===== src/rtl/mem_port_arbiter_if.sv =====
// Memory port arbiter signal bundle: fetch channel, load/store channel,
// flush, and the shared bus. The arbiter uses the master view; the
// surrounding pipeline/bus model uses the slave view.
interface mem_port_arbiter_if;
  logic        flush_i;

  logic        if_req_i;
  logic [31:0] if_addr_i;
  logic        if_gnt_o;
  logic        if_rvalid_o;
  logic [31:0] if_rdata_o;
  logic        if_err_o;

  logic        lsu_req_i;
  logic [31:0] lsu_addr_i;
  logic        lsu_we_i;
  logic [3:0]  lsu_be_i;
  logic [31:0] lsu_wdata_i;
  logic        lsu_gnt_o;
  logic        lsu_rvalid_o;
  logic [31:0] lsu_rdata_o;
  logic        lsu_err_o;

  logic        mem_req_o;
  logic [31:0] mem_addr_o;
  logic        mem_we_o;
  logic [3:0]  mem_be_o;
  logic [31:0] mem_wdata_o;
  logic        mem_gnt_i;
  logic        mem_rvalid_i;
  logic [31:0] mem_rdata_i;
  logic        mem_err_i;

  modport master (
    input  flush_i,
    input  if_req_i, if_addr_i,
    output if_gnt_o, if_rvalid_o, if_rdata_o, if_err_o,
    input  lsu_req_i, lsu_addr_i, lsu_we_i, lsu_be_i, lsu_wdata_i,
    output lsu_gnt_o, lsu_rvalid_o, lsu_rdata_o, lsu_err_o,
    output mem_req_o, mem_addr_o, mem_we_o, mem_be_o, mem_wdata_o,
    input  mem_gnt_i, mem_rvalid_i, mem_rdata_i, mem_err_i
  );

  modport slave (
    output flush_i,
    output if_req_i, if_addr_i,
    input  if_gnt_o, if_rvalid_o, if_rdata_o, if_err_o,
    output lsu_req_i, lsu_addr_i, lsu_we_i, lsu_be_i, lsu_wdata_i,
    input  lsu_gnt_o, lsu_rvalid_o, lsu_rdata_o, lsu_err_o,
    input  mem_req_o, mem_addr_o, mem_we_o, mem_be_o, mem_wdata_o,
    output mem_gnt_i, mem_rvalid_i, mem_rdata_i, mem_err_i
  );
endinterface


===== src/rtl/mem_port_arbiter.sv =====
// Memory port arbiter: shares one bus port between instruction fetch and
// load/store. LSU has fixed priority; IF wins after STARVE_LIMIT lost IDLE
// cycles. One transaction outstanding, response routed to its owner, fetch
// responses discarded after a flush.
// Optional: define MEM_ARB_TIMEOUT_EN to force an error response after
// TIMEOUT_CYCLES WAIT cycles without a bus response.
module mem_port_arbiter #(
  parameter int unsigned STARVE_LIMIT   = 4,
  parameter int unsigned TIMEOUT_CYCLES = 256
) (
  input logic               clk,
  input logic               reset,
  mem_port_arbiter_if.master bus
);

  typedef enum logic [1:0] {
    S_IDLE     = 2'd0,
    S_WAIT_IF  = 2'd1,
    S_WAIT_LSU = 2'd2
  } state_t;

  localparam logic [15:0] LP_STARVE = 16'(STARVE_LIMIT);

  state_t      r_state, w_state_nxt;
  logic [15:0] r_starve_cnt, w_starve_nxt;
  logic        r_drop, w_drop_nxt;

  logic        w_run;
  logic        w_waiting;
  logic        w_if_starved;
  logic        w_sel_lsu;
  logic        w_sel_if;
  logic        w_if_gnt;
  logic        w_lsu_gnt;
  logic        w_resp;
  logic        w_timeout;
  logic [31:0] w_rdata;
  logic        w_err;

  // reset is active-low; outputs are forced to 0 while it is held
  assign w_run     = reset;
  assign w_waiting = (r_state == S_WAIT_IF) || (r_state == S_WAIT_LSU);

`ifdef MEM_ARB_TIMEOUT_EN
  logic [15:0] r_wait_cnt;

  // count WAIT cycles of the current transaction; cleared outside WAIT
  always_ff @(posedge clk or negedge reset) begin
    if (!reset)                  r_wait_cnt <= '0;
    else if (w_waiting && !w_resp) r_wait_cnt <= r_wait_cnt + 16'd1;
    else                         r_wait_cnt <= '0;
  end

  assign w_timeout = w_waiting && (r_wait_cnt == 16'(TIMEOUT_CYCLES - 1));
`else
  assign w_timeout = 1'b0;
`endif

  // state, starvation counter and fetch-drop flag
  always_ff @(posedge clk or negedge reset) begin
    if (!reset) begin
      r_state      <= S_IDLE;
      r_starve_cnt <= '0;
      r_drop       <= 1'b0;
    end else begin
      r_state      <= w_state_nxt;
      r_starve_cnt <= w_starve_nxt;
      r_drop       <= w_drop_nxt;
    end
  end

  // arbitration, bus muxing, response routing and next-state logic
  always_comb begin
    w_state_nxt  = r_state;
    w_starve_nxt = r_starve_cnt;
    w_drop_nxt   = r_drop;
    w_if_starved = 1'b0;
    w_sel_lsu    = 1'b0;
    w_sel_if     = 1'b0;
    w_if_gnt     = 1'b0;
    w_lsu_gnt    = 1'b0;
    w_resp       = 1'b0;
    w_rdata      = '0;
    w_err        = 1'b0;

    bus.mem_req_o    = 1'b0;
    bus.mem_addr_o   = '0;
    bus.mem_we_o     = 1'b0;
    bus.mem_be_o     = '0;
    bus.mem_wdata_o  = '0;
    bus.if_gnt_o     = 1'b0;
    bus.if_rvalid_o  = 1'b0;
    bus.if_rdata_o   = '0;
    bus.if_err_o     = 1'b0;
    bus.lsu_gnt_o    = 1'b0;
    bus.lsu_rvalid_o = 1'b0;
    bus.lsu_rdata_o  = '0;
    bus.lsu_err_o    = 1'b0;

    if (w_run && (r_state == S_IDLE)) begin
      w_if_starved = (STARVE_LIMIT != 0) && (r_starve_cnt == LP_STARVE) && bus.if_req_i;
      w_sel_lsu    = bus.lsu_req_i && !w_if_starved;
      w_sel_if     = bus.if_req_i && !w_sel_lsu;

      if (w_sel_lsu) begin
        bus.mem_req_o   = 1'b1;
        bus.mem_addr_o  = bus.lsu_addr_i;
        bus.mem_we_o    = bus.lsu_we_i;
        bus.mem_be_o    = bus.lsu_be_i;
        bus.mem_wdata_o = bus.lsu_wdata_i;
      end else if (w_sel_if) begin
        bus.mem_req_o   = 1'b1;
        bus.mem_addr_o  = bus.if_addr_i;
        bus.mem_be_o    = 4'hF;
      end

      w_lsu_gnt     = w_sel_lsu && bus.mem_gnt_i;
      w_if_gnt      = w_sel_if && bus.mem_gnt_i;
      bus.lsu_gnt_o = w_lsu_gnt;
      bus.if_gnt_o  = w_if_gnt;

      if (w_lsu_gnt)     w_state_nxt = S_WAIT_LSU;
      else if (w_if_gnt) w_state_nxt = S_WAIT_IF;

      // saturating count of IDLE cycles in which IF asked and lost
      if (w_if_gnt)
        w_starve_nxt = '0;
      else if (bus.if_req_i && (r_starve_cnt != LP_STARVE))
        w_starve_nxt = r_starve_cnt + 16'd1;

      if (bus.flush_i && w_if_gnt) w_drop_nxt = 1'b1;
    end

    if (w_run && w_waiting) begin
      w_resp = bus.mem_rvalid_i || w_timeout;
      // a timeout without a real response reports an error with zero data
      w_rdata = bus.mem_rvalid_i ? bus.mem_rdata_i : '0;
      w_err   = bus.mem_rvalid_i ? bus.mem_err_i : 1'b1;

      if (r_state == S_WAIT_LSU) begin
        if (w_resp) begin
          bus.lsu_rvalid_o = 1'b1;
          bus.lsu_rdata_o  = w_rdata;
          bus.lsu_err_o    = w_err;
          w_state_nxt      = S_IDLE;
        end
      end else begin
        // a flush in the response cycle itself also discards the fetch
        if (w_resp) begin
          if (!r_drop && !bus.flush_i) begin
            bus.if_rvalid_o = 1'b1;
            bus.if_rdata_o  = w_rdata;
            bus.if_err_o    = w_err;
          end
          w_drop_nxt  = 1'b0;
          w_state_nxt = S_IDLE;
        end else if (bus.flush_i) begin
          w_drop_nxt = 1'b1;
        end
      end
    end
  end

endmodule


===== src/flat_wrapper.sv =====
// flat-port wrapper written by rule: the top's interface ports become plain ports
module mem_port_arbiter_flat 
#(
  parameter int unsigned STARVE_LIMIT   = 4,
  parameter int unsigned TIMEOUT_CYCLES = 256
)
  (clk, reset, bus_flush_i, bus_if_req_i, bus_if_addr_i, bus_if_gnt_o, bus_if_rvalid_o, bus_if_rdata_o, bus_if_err_o, bus_lsu_req_i, bus_lsu_addr_i, bus_lsu_we_i, bus_lsu_be_i, bus_lsu_wdata_i, bus_lsu_gnt_o, bus_lsu_rvalid_o, bus_lsu_rdata_o, bus_lsu_err_o, bus_mem_req_o, bus_mem_addr_o, bus_mem_we_o, bus_mem_be_o, bus_mem_wdata_o, bus_mem_gnt_i, bus_mem_rvalid_i, bus_mem_rdata_i, bus_mem_err_i);
  mem_port_arbiter_if bus_i ();
  input logic clk;
  input logic reset;
  input wire logic [$bits(bus_i.flush_i)-1:0] bus_flush_i;
  input wire logic [$bits(bus_i.if_req_i)-1:0] bus_if_req_i;
  input wire logic [$bits(bus_i.if_addr_i)-1:0] bus_if_addr_i;
  output wire logic [$bits(bus_i.if_gnt_o)-1:0] bus_if_gnt_o;
  output wire logic [$bits(bus_i.if_rvalid_o)-1:0] bus_if_rvalid_o;
  output wire logic [$bits(bus_i.if_rdata_o)-1:0] bus_if_rdata_o;
  output wire logic [$bits(bus_i.if_err_o)-1:0] bus_if_err_o;
  input wire logic [$bits(bus_i.lsu_req_i)-1:0] bus_lsu_req_i;
  input wire logic [$bits(bus_i.lsu_addr_i)-1:0] bus_lsu_addr_i;
  input wire logic [$bits(bus_i.lsu_we_i)-1:0] bus_lsu_we_i;
  input wire logic [$bits(bus_i.lsu_be_i)-1:0] bus_lsu_be_i;
  input wire logic [$bits(bus_i.lsu_wdata_i)-1:0] bus_lsu_wdata_i;
  output wire logic [$bits(bus_i.lsu_gnt_o)-1:0] bus_lsu_gnt_o;
  output wire logic [$bits(bus_i.lsu_rvalid_o)-1:0] bus_lsu_rvalid_o;
  output wire logic [$bits(bus_i.lsu_rdata_o)-1:0] bus_lsu_rdata_o;
  output wire logic [$bits(bus_i.lsu_err_o)-1:0] bus_lsu_err_o;
  output wire logic [$bits(bus_i.mem_req_o)-1:0] bus_mem_req_o;
  output wire logic [$bits(bus_i.mem_addr_o)-1:0] bus_mem_addr_o;
  output wire logic [$bits(bus_i.mem_we_o)-1:0] bus_mem_we_o;
  output wire logic [$bits(bus_i.mem_be_o)-1:0] bus_mem_be_o;
  output wire logic [$bits(bus_i.mem_wdata_o)-1:0] bus_mem_wdata_o;
  input wire logic [$bits(bus_i.mem_gnt_i)-1:0] bus_mem_gnt_i;
  input wire logic [$bits(bus_i.mem_rvalid_i)-1:0] bus_mem_rvalid_i;
  input wire logic [$bits(bus_i.mem_rdata_i)-1:0] bus_mem_rdata_i;
  input wire logic [$bits(bus_i.mem_err_i)-1:0] bus_mem_err_i;
  assign bus_i.flush_i = bus_flush_i;
  assign bus_i.if_req_i = bus_if_req_i;
  assign bus_i.if_addr_i = bus_if_addr_i;
  assign bus_if_gnt_o = bus_i.if_gnt_o;
  assign bus_if_rvalid_o = bus_i.if_rvalid_o;
  assign bus_if_rdata_o = bus_i.if_rdata_o;
  assign bus_if_err_o = bus_i.if_err_o;
  assign bus_i.lsu_req_i = bus_lsu_req_i;
  assign bus_i.lsu_addr_i = bus_lsu_addr_i;
  assign bus_i.lsu_we_i = bus_lsu_we_i;
  assign bus_i.lsu_be_i = bus_lsu_be_i;
  assign bus_i.lsu_wdata_i = bus_lsu_wdata_i;
  assign bus_lsu_gnt_o = bus_i.lsu_gnt_o;
  assign bus_lsu_rvalid_o = bus_i.lsu_rvalid_o;
  assign bus_lsu_rdata_o = bus_i.lsu_rdata_o;
  assign bus_lsu_err_o = bus_i.lsu_err_o;
  assign bus_mem_req_o = bus_i.mem_req_o;
  assign bus_mem_addr_o = bus_i.mem_addr_o;
  assign bus_mem_we_o = bus_i.mem_we_o;
  assign bus_mem_be_o = bus_i.mem_be_o;
  assign bus_mem_wdata_o = bus_i.mem_wdata_o;
  assign bus_i.mem_gnt_i = bus_mem_gnt_i;
  assign bus_i.mem_rvalid_i = bus_mem_rvalid_i;
  assign bus_i.mem_rdata_i = bus_mem_rdata_i;
  assign bus_i.mem_err_i = bus_mem_err_i;
  mem_port_arbiter #(.STARVE_LIMIT(STARVE_LIMIT), .TIMEOUT_CYCLES(TIMEOUT_CYCLES)) u_core (.clk(clk), .reset(reset), .bus(bus_i));
endmodule

===== config.mk =====
export PLATFORM = sky130hd
export DESIGN_NAME = mem_port_arbiter_flat
export DESIGN_NICKNAME = d
export VERILOG_FILES = /design/src/rtl/mem_port_arbiter_if.sv /design/src/rtl/mem_port_arbiter.sv /design/src/flat_wrapper.sv
export SDC_FILE = /design/constraint.sdc
export NUM_CORES = 1
export LEC_CHECK = 0
export CORE_ASPECT_RATIO = 0.5
export CORE_MARGIN = 5
export CORE_UTILIZATION = 26
export DETAILED_ROUTE_END_ITERATION = 10
export MAX_ROUTING_LAYER = met4
export PLACE_DENSITY = 0.79
export SYNTH_ARGS = -nofsm -noshare
export SYNTH_HDL_FRONTEND = slang
export SYNTH_SLANG_ARGS = --single-unit

===== constraint.sdc =====
create_clock -name clk -period 2.15 [get_ports clk]
set_clock_uncertainty 0.2 [all_clocks]
set_input_delay 0.3225 -clock clk [delete_from_list [all_inputs] [get_ports clk]]
set_output_delay 0.3225 -clock clk [all_outputs]
set_load 0.1 [all_outputs]

Word-level counts from Yosys, hierarchy flattened

Cells that the tools add are included.

Div/mod/pow operators: 0
Bitwise gates (word level): 0
Multiply operators: 0
Order comparisons: 0
$add $sub $neg: 1
Reduce and logical (&&, ||, !) cells: 18
Equality and inequality tests: 4
Multiplexer cells: 49
Shift-type cells: 0

Operators by type and width:

| kind                  | number |
|---|---|
| $mux 32               | 12 |
| $mux 16               | 2 |
| $mux 1                | 27 |
| $add 16x1->16 const B | 1 |
| $eq 16x3->1 const B   | 1 |
| $ne 16x3->1 const B   | 1 |
| $mux 4                | 3 |
| $logic_and 1x1->1     | 10 |
| $mux 2                | 5 |
| $logic_not 1->1       | 4 |
| $eq 2x1->1 const B    | 1 |
| $eq 2x2->1 const B    | 1 |
| $logic_not 2->1       | 1 |
| $reduce_and 2->1      | 1 |
| $reduce_bool 2->1     | 1 |
| $logic_or 1x1->1      | 1 |

Bits in writable memories: 0
Bits in latches: 0
Memory bits (read-only): 0
Flip-flop bits (word level): 19
Input port bits: 141
Memories kept: 0
Logic and storage cells: 75
Output and inout bits: 140

Depth between registers and ports, before layout

Depth in word-level cells: 14
Mapped depth: 8

Worst setup path after synthesis

OpenSTA, ideal clock, no wires.

Path type: register to output
Start: reg u_core.r_starve_cnt[0]
End: out bus_mem_addr_o[10]
Path buffers: 2
Stages on the path, launching flop included: 9
Data required time: 1.627 ns
Setup slack: -1.392 ns
Arrival: 3.019 ns
Path through: dfrtp_1 inv_1 ha_1 nor4b_2 and4_4 a21oi_2 buf_6 buf_6 mux2i_1

Cells in the longest elaborated chain, start to end: 9

Ends and longest elaborated chain:

| what                   | RTL line                | RTL |
|---|---|---|
| start, declared        | mem_port_arbiter.sv:25  | `logic [15:0] r_starve_cnt, w_starve_nxt;` |
| start signal, assigned | mem_port_arbiter.sv:67  | `r_starve_cnt <= w_starve_nxt;` |
| $eq 16x3->1 (*)        | mem_port_arbiter.sv:101 | `w_if_starved = (STARVE_LIMIT != 0) && (r_starve_cnt == LP_STARVE) && bus.if_req_i;` |
| $logic_and 1x1->1 (*)  | mem_port_arbiter.sv:101 |  |
| $logic_not 1->1 (*)    | mem_port_arbiter.sv:102 | `w_sel_lsu = bus.lsu_req_i && !w_if_starved;` |
| $logic_and 1x1->1 (*)  | mem_port_arbiter.sv:102 |  |
| $logic_not 1->1        | mem_port_arbiter.sv:103 | `w_sel_if = bus.if_req_i && !w_sel_lsu;` |
| $logic_and 1x1->1      | mem_port_arbiter.sv:103 |  |
| $mux 32                | mem_port_arbiter.sv:111 | `end else if (w_sel_if) begin` |
| $mux 32 (*)            | mem_port_arbiter.sv:105 | `if (w_sel_lsu) begin` |
| $mux 32 (*)            | mem_port_arbiter.sv:100 | `if (w_run && (r_state == S_IDLE)) begin` |
| end, declared          | flat_wrapper.sv:28      | `output wire logic [$bits(bus_i.mem_addr_o)-1:0] bus_mem_addr_o;` |

Mark *: on every way between the ends. The rest lies on a longest branch, timed or not.

Worst setup path after layout

Start: reg u_core.r_starve_cnt[0]
End: out bus_mem_addr_o[3]

The elaborated chain is that of the path after synthesis.

==> impl_metrics.env <==
export IMPL_pre_cts_ws_ns=-0.413
export IMPL_period_needed_ns=2.85
export IMPL_fin_crit_sh=1.32
export IMPL_fin_nets=852
export IMPL_path_common_cell="buf_12"
export IMPL_start_kind="flip-flop"
export IMPL_synth_compound_area_frac=0.0623
export IMPL_maxCapViolations=0
export IMPL_antenna_cells=0
export IMPL_grt_overflow=0
export IMPL_critPathCapture="bus_mem_addr_o[3]"
export IMPL_power_internal_w=0.00335
export IMPL_cp_slowest_cell="dfrtp_1"
export IMPL_combPwrFrac=0.883
export IMPL_coreArea_sq_mm=0.00951
export IMPL_slowest_delay_ns=0.38
export IMPL_place_hpwl_um=14700
export IMPL_setup_viol=141
export IMPL_fp_row_count=25
export IMPL_synthSimpleGateAreaFrac=0.497
export IMPL_dieArea_sq_mm=0.0120
export IMPL_worst_pin_slew_ns=0.402
export IMPL_r2r_start="u_core.r_state[1]"
export IMPL_numCtsBuffers=3
export IMPL_wl_per_cell_um=28.5
export IMPL_reg2regPathDepth=7
export IMPL_fin_util=0.935
export IMPL_synthXorXnorAreaFrac=0.0309
export IMPL_synth_fa_ha_area_frac=0.0196
export IMPL_num_fill_cells=276
export IMPL_switching_share=0.545
export IMPL_routed_wl_um=24000
export IMPL_yosysUniqueCellTypes=37
export IMPL_total_leakage_power_nw=3.56
export IMPL_initial_core_util=0.268
export IMPL_synth_top_area_cell="dfrtp_1"
export IMPL_synthMuxAreaShare=0.137
export IMPL_layout_drive_gt1_share=0.574
export IMPL_synth_top_area_share=0.186
export IMPL_crit_start="u_core.r_starve_cnt[0]"
export IMPL_path_cells="inv_2 -> ha_4 -> nor4b_4 -> and4_4 -> a21oi_4 -> buf_12 -> buf_12 -> mux2i_4 -> buf_12"
export IMPL_critPathBufInv=4
export IMPL_hold_ws_ns=0.221
export IMPL_ant_nets=0
export IMPL_setup_tns_ns=-77.26
export IMPL_pwr_share_clk=0.053
export IMPL_design_power_total_w=0.00737
export IMPL_cts_buffer_depth=2
export IMPL_area_delta_synth_final_pct=249
export IMPL_first_global_vias=4960
export IMPL_synth_nets=498
export IMPL_finalHoldViolations=0
export IMPL_drv_slew=0
export IMPL_grt_start_max_net_pins=33
export IMPL_synth_edf_count=0
export IMPL_port_buffers=280
export IMPL_endpoint_kind="output pin"
export IMPL_die_h_um=80.0
export IMPL_via_count=4688
export IMPL_p_sw_w=0.00402
export IMPL_hp_class="input port to asynchronous set/reset pin"
export IMPL_critPathTopFamily="buffers and inverters"
export IMPL_globalRouteTotalUtil=0.370
export IMPL_synth_warnings=0
export IMPL_die_w_um=150
export IMPL_ys_seq_elements=19
export IMPL_viasPerCell=5.57
export IMPL_crit_path_max_fanout=17
export IMPL_ios=281
export IMPL_clk_pin_slew_worst_paths_ns=0.05
export IMPL_fin_ws_ns=-0.697
export IMPL_gp_congestion=0.933
export IMPL_drt_iter0_markers=321
export IMPL_maxSlewHeadroom=0.732
export IMPL_syn_area_sq_mm=0.00255
export IMPL_critical_path_class="flip-flop to output pin"
export IMPL_r2r_end="u_core.r_starve_cnt[3]"
export IMPL_clkSinkCount=19
export IMPL_crit_required_ns=1.63
export IMPL_netlist_instances=353
export IMPL_ir_drop_uv=676
export IMPL_p_seq_frac=0.064
export IMPL_synthTopCellsByArea="dfrtp_1, and2_1, mux2i_1"
export IMPL_seq_area_frac_synth=0.186
export IMPL_cts_tree="built"
export IMPL_arrival_ns=2.32
export IMPL_drtPass1Iterations=5
export IMPL_drcViolationCount=0
export IMPL_regArea_sq_um=475
export IMPL_outcome="finished, violations left"
export IMPL_violations="setup timing"
export IMPL_cp_num_cells=9
export IMPL_htreeDepth=1
export IMPL_async_flop_share=1.00
export IMPL_grt_pass1_wl_um=32500
export IMPL_cts_root_buf="clkbuf_16"
export IMPL_clock_latency_ns=0.26
export IMPL_syn_avg_cell_area_sq_um=7.22
export IMPL_synth_top_family_by_area="simple AND/OR/NAND/NOR gates"
export IMPL_ys_flop_type="dfrtp_1"
export IMPL_rsz0062_at_grt="yes"
export IMPL_antenna_found_initial=0
export IMPL_r2r_slack_ns=-0.10
export IMPL_power_density_mw_per_mm2=829
export IMPL_multi_input_area_sq_mm=0.00284
export IMPL_max_freq_mhz=351
-- logic make-up (layout without fill, tap and decap cells) --
group / Yosys count / in the layout
buf+inv: 34 / 387
fa+ha+maj: 4 / 4
compound gates: 25 / 25
simple gates: 227 / 227
xor+xnor: 9 / 9
flops: 19 / 19
mux: 35 / 35
-- layout by cell type (no fill, tap or decap), drive strengths merged, types with 8 or more instances in the layout --
cell,netlist,final
buf,8,233
clkdlybuf4s50,0,138
xnor2,9,9
mux2i,35,35
dfrtp,19,19
nor2,16,16
a21oi,12,12
and2,68,68
nand2,77,77
and3,36,36
inv,8,8
-- worst register-to-register path, cell delays in order (launching register included) --
cell and delay [ns]:
dfrtp_1 0.42, inv_2 0.10, ha_4 0.15, buf_4 0.15, nand4_4 0.18, or3_4 0.38, or3_1 0.36, a21oi_1 0.22
-- state kept, by name (all words and copies together) (netlist names) --
register / flops
u_core.r_starve_cnt: 16
u_core.r_drop: 1
u_core.r_state: 2
-- power by group through the flow --
stage | combinational [W] | sequential [W] | clock (W)
3_3_place_gp | 0.00557 | 0.000460 | 0
6_report | 0.00651 | 0.000472 | 0.000392
2_1_floorplan | 0.00349 | 0.000473 | 0
4_1_cts | 0.00617 | 0.000458 | 0.000381
5_1_grt | 0.00661 | 0.000474 | 0.000398
3_5_place_dp | 0.00570 | 0.000468 | 0
-- final cells by class --
cell class	instances	share of cell area
timing repair buffer	375	0.596
multi-input combinational	300	0.319
sequential	19	0.0535
tap	135	0.0190
clock buffer	4	0.00887
inverter	8	0.00338
-- per-layer routing --
| metal | vias to the layer above | global-route usage | wire length (um) |
|---|---|---|---|
| met2 | 347 | 0.697 | 12800 |
| li1 | 1902 | - | - |
| met4 | 0 | 0.148 | 1460 |
| met1 | 2311 | 0.389 | 8110 |
| met3 | 128 | 0.0624 | 1670 |
| met5 | - | - | 0 |
-- worst min path at each step --
stage	endpoint	start	slack, ns
after floorplan	u_core.r_drop	reset	-0.17
after global placement	u_core.r_drop	u_core.r_drop	0.37
after global routing	u_core.r_starve_cnt[1]	reset	0.24
final	u_core.r_starve_cnt[1]	reset	0.22
after CTS	u_core.r_starve_cnt[1]	reset	0.15
after detailed placement	u_core.r_drop	u_core.r_drop	0.39
-- synth_stat cells, types with 2 or more instances --
cell type / n
a21oi_1: 11
and2_1: 68
and3_1: 36
buf_2: 3
buf_6: 5
clkbuf_1: 18
dfrtp_1: 19
ha_1: 4
inv_1: 8
mux2i_1: 35
nand2_1: 77
nand3_1: 7
nand4_1: 2
nor2_1: 15
nor3_1: 6
nor4_1: 2
nor4_2: 2
nor4_4: 3
o21ai_0: 4
or3_1: 3
xnor2_1: 9
-- per-stage QoR --
stage               cell area [sq um]  cells
floorplan                        3420    353
global placement                 8180    802
detailed placement               8180    802
CTS                              8790    836
global route                     8890    841
finish                           8890    841
-- timing repair --
action / CTS / global route
setup buffers: 22 / 12
gates cloned: 8 / 1
pin swaps: 37 / 10
resized for setup: 46 / 21
hold buffers: 0 / 0
endpoints found under the setup margin: 144 / 144
(Power assumes the default switching activity.)
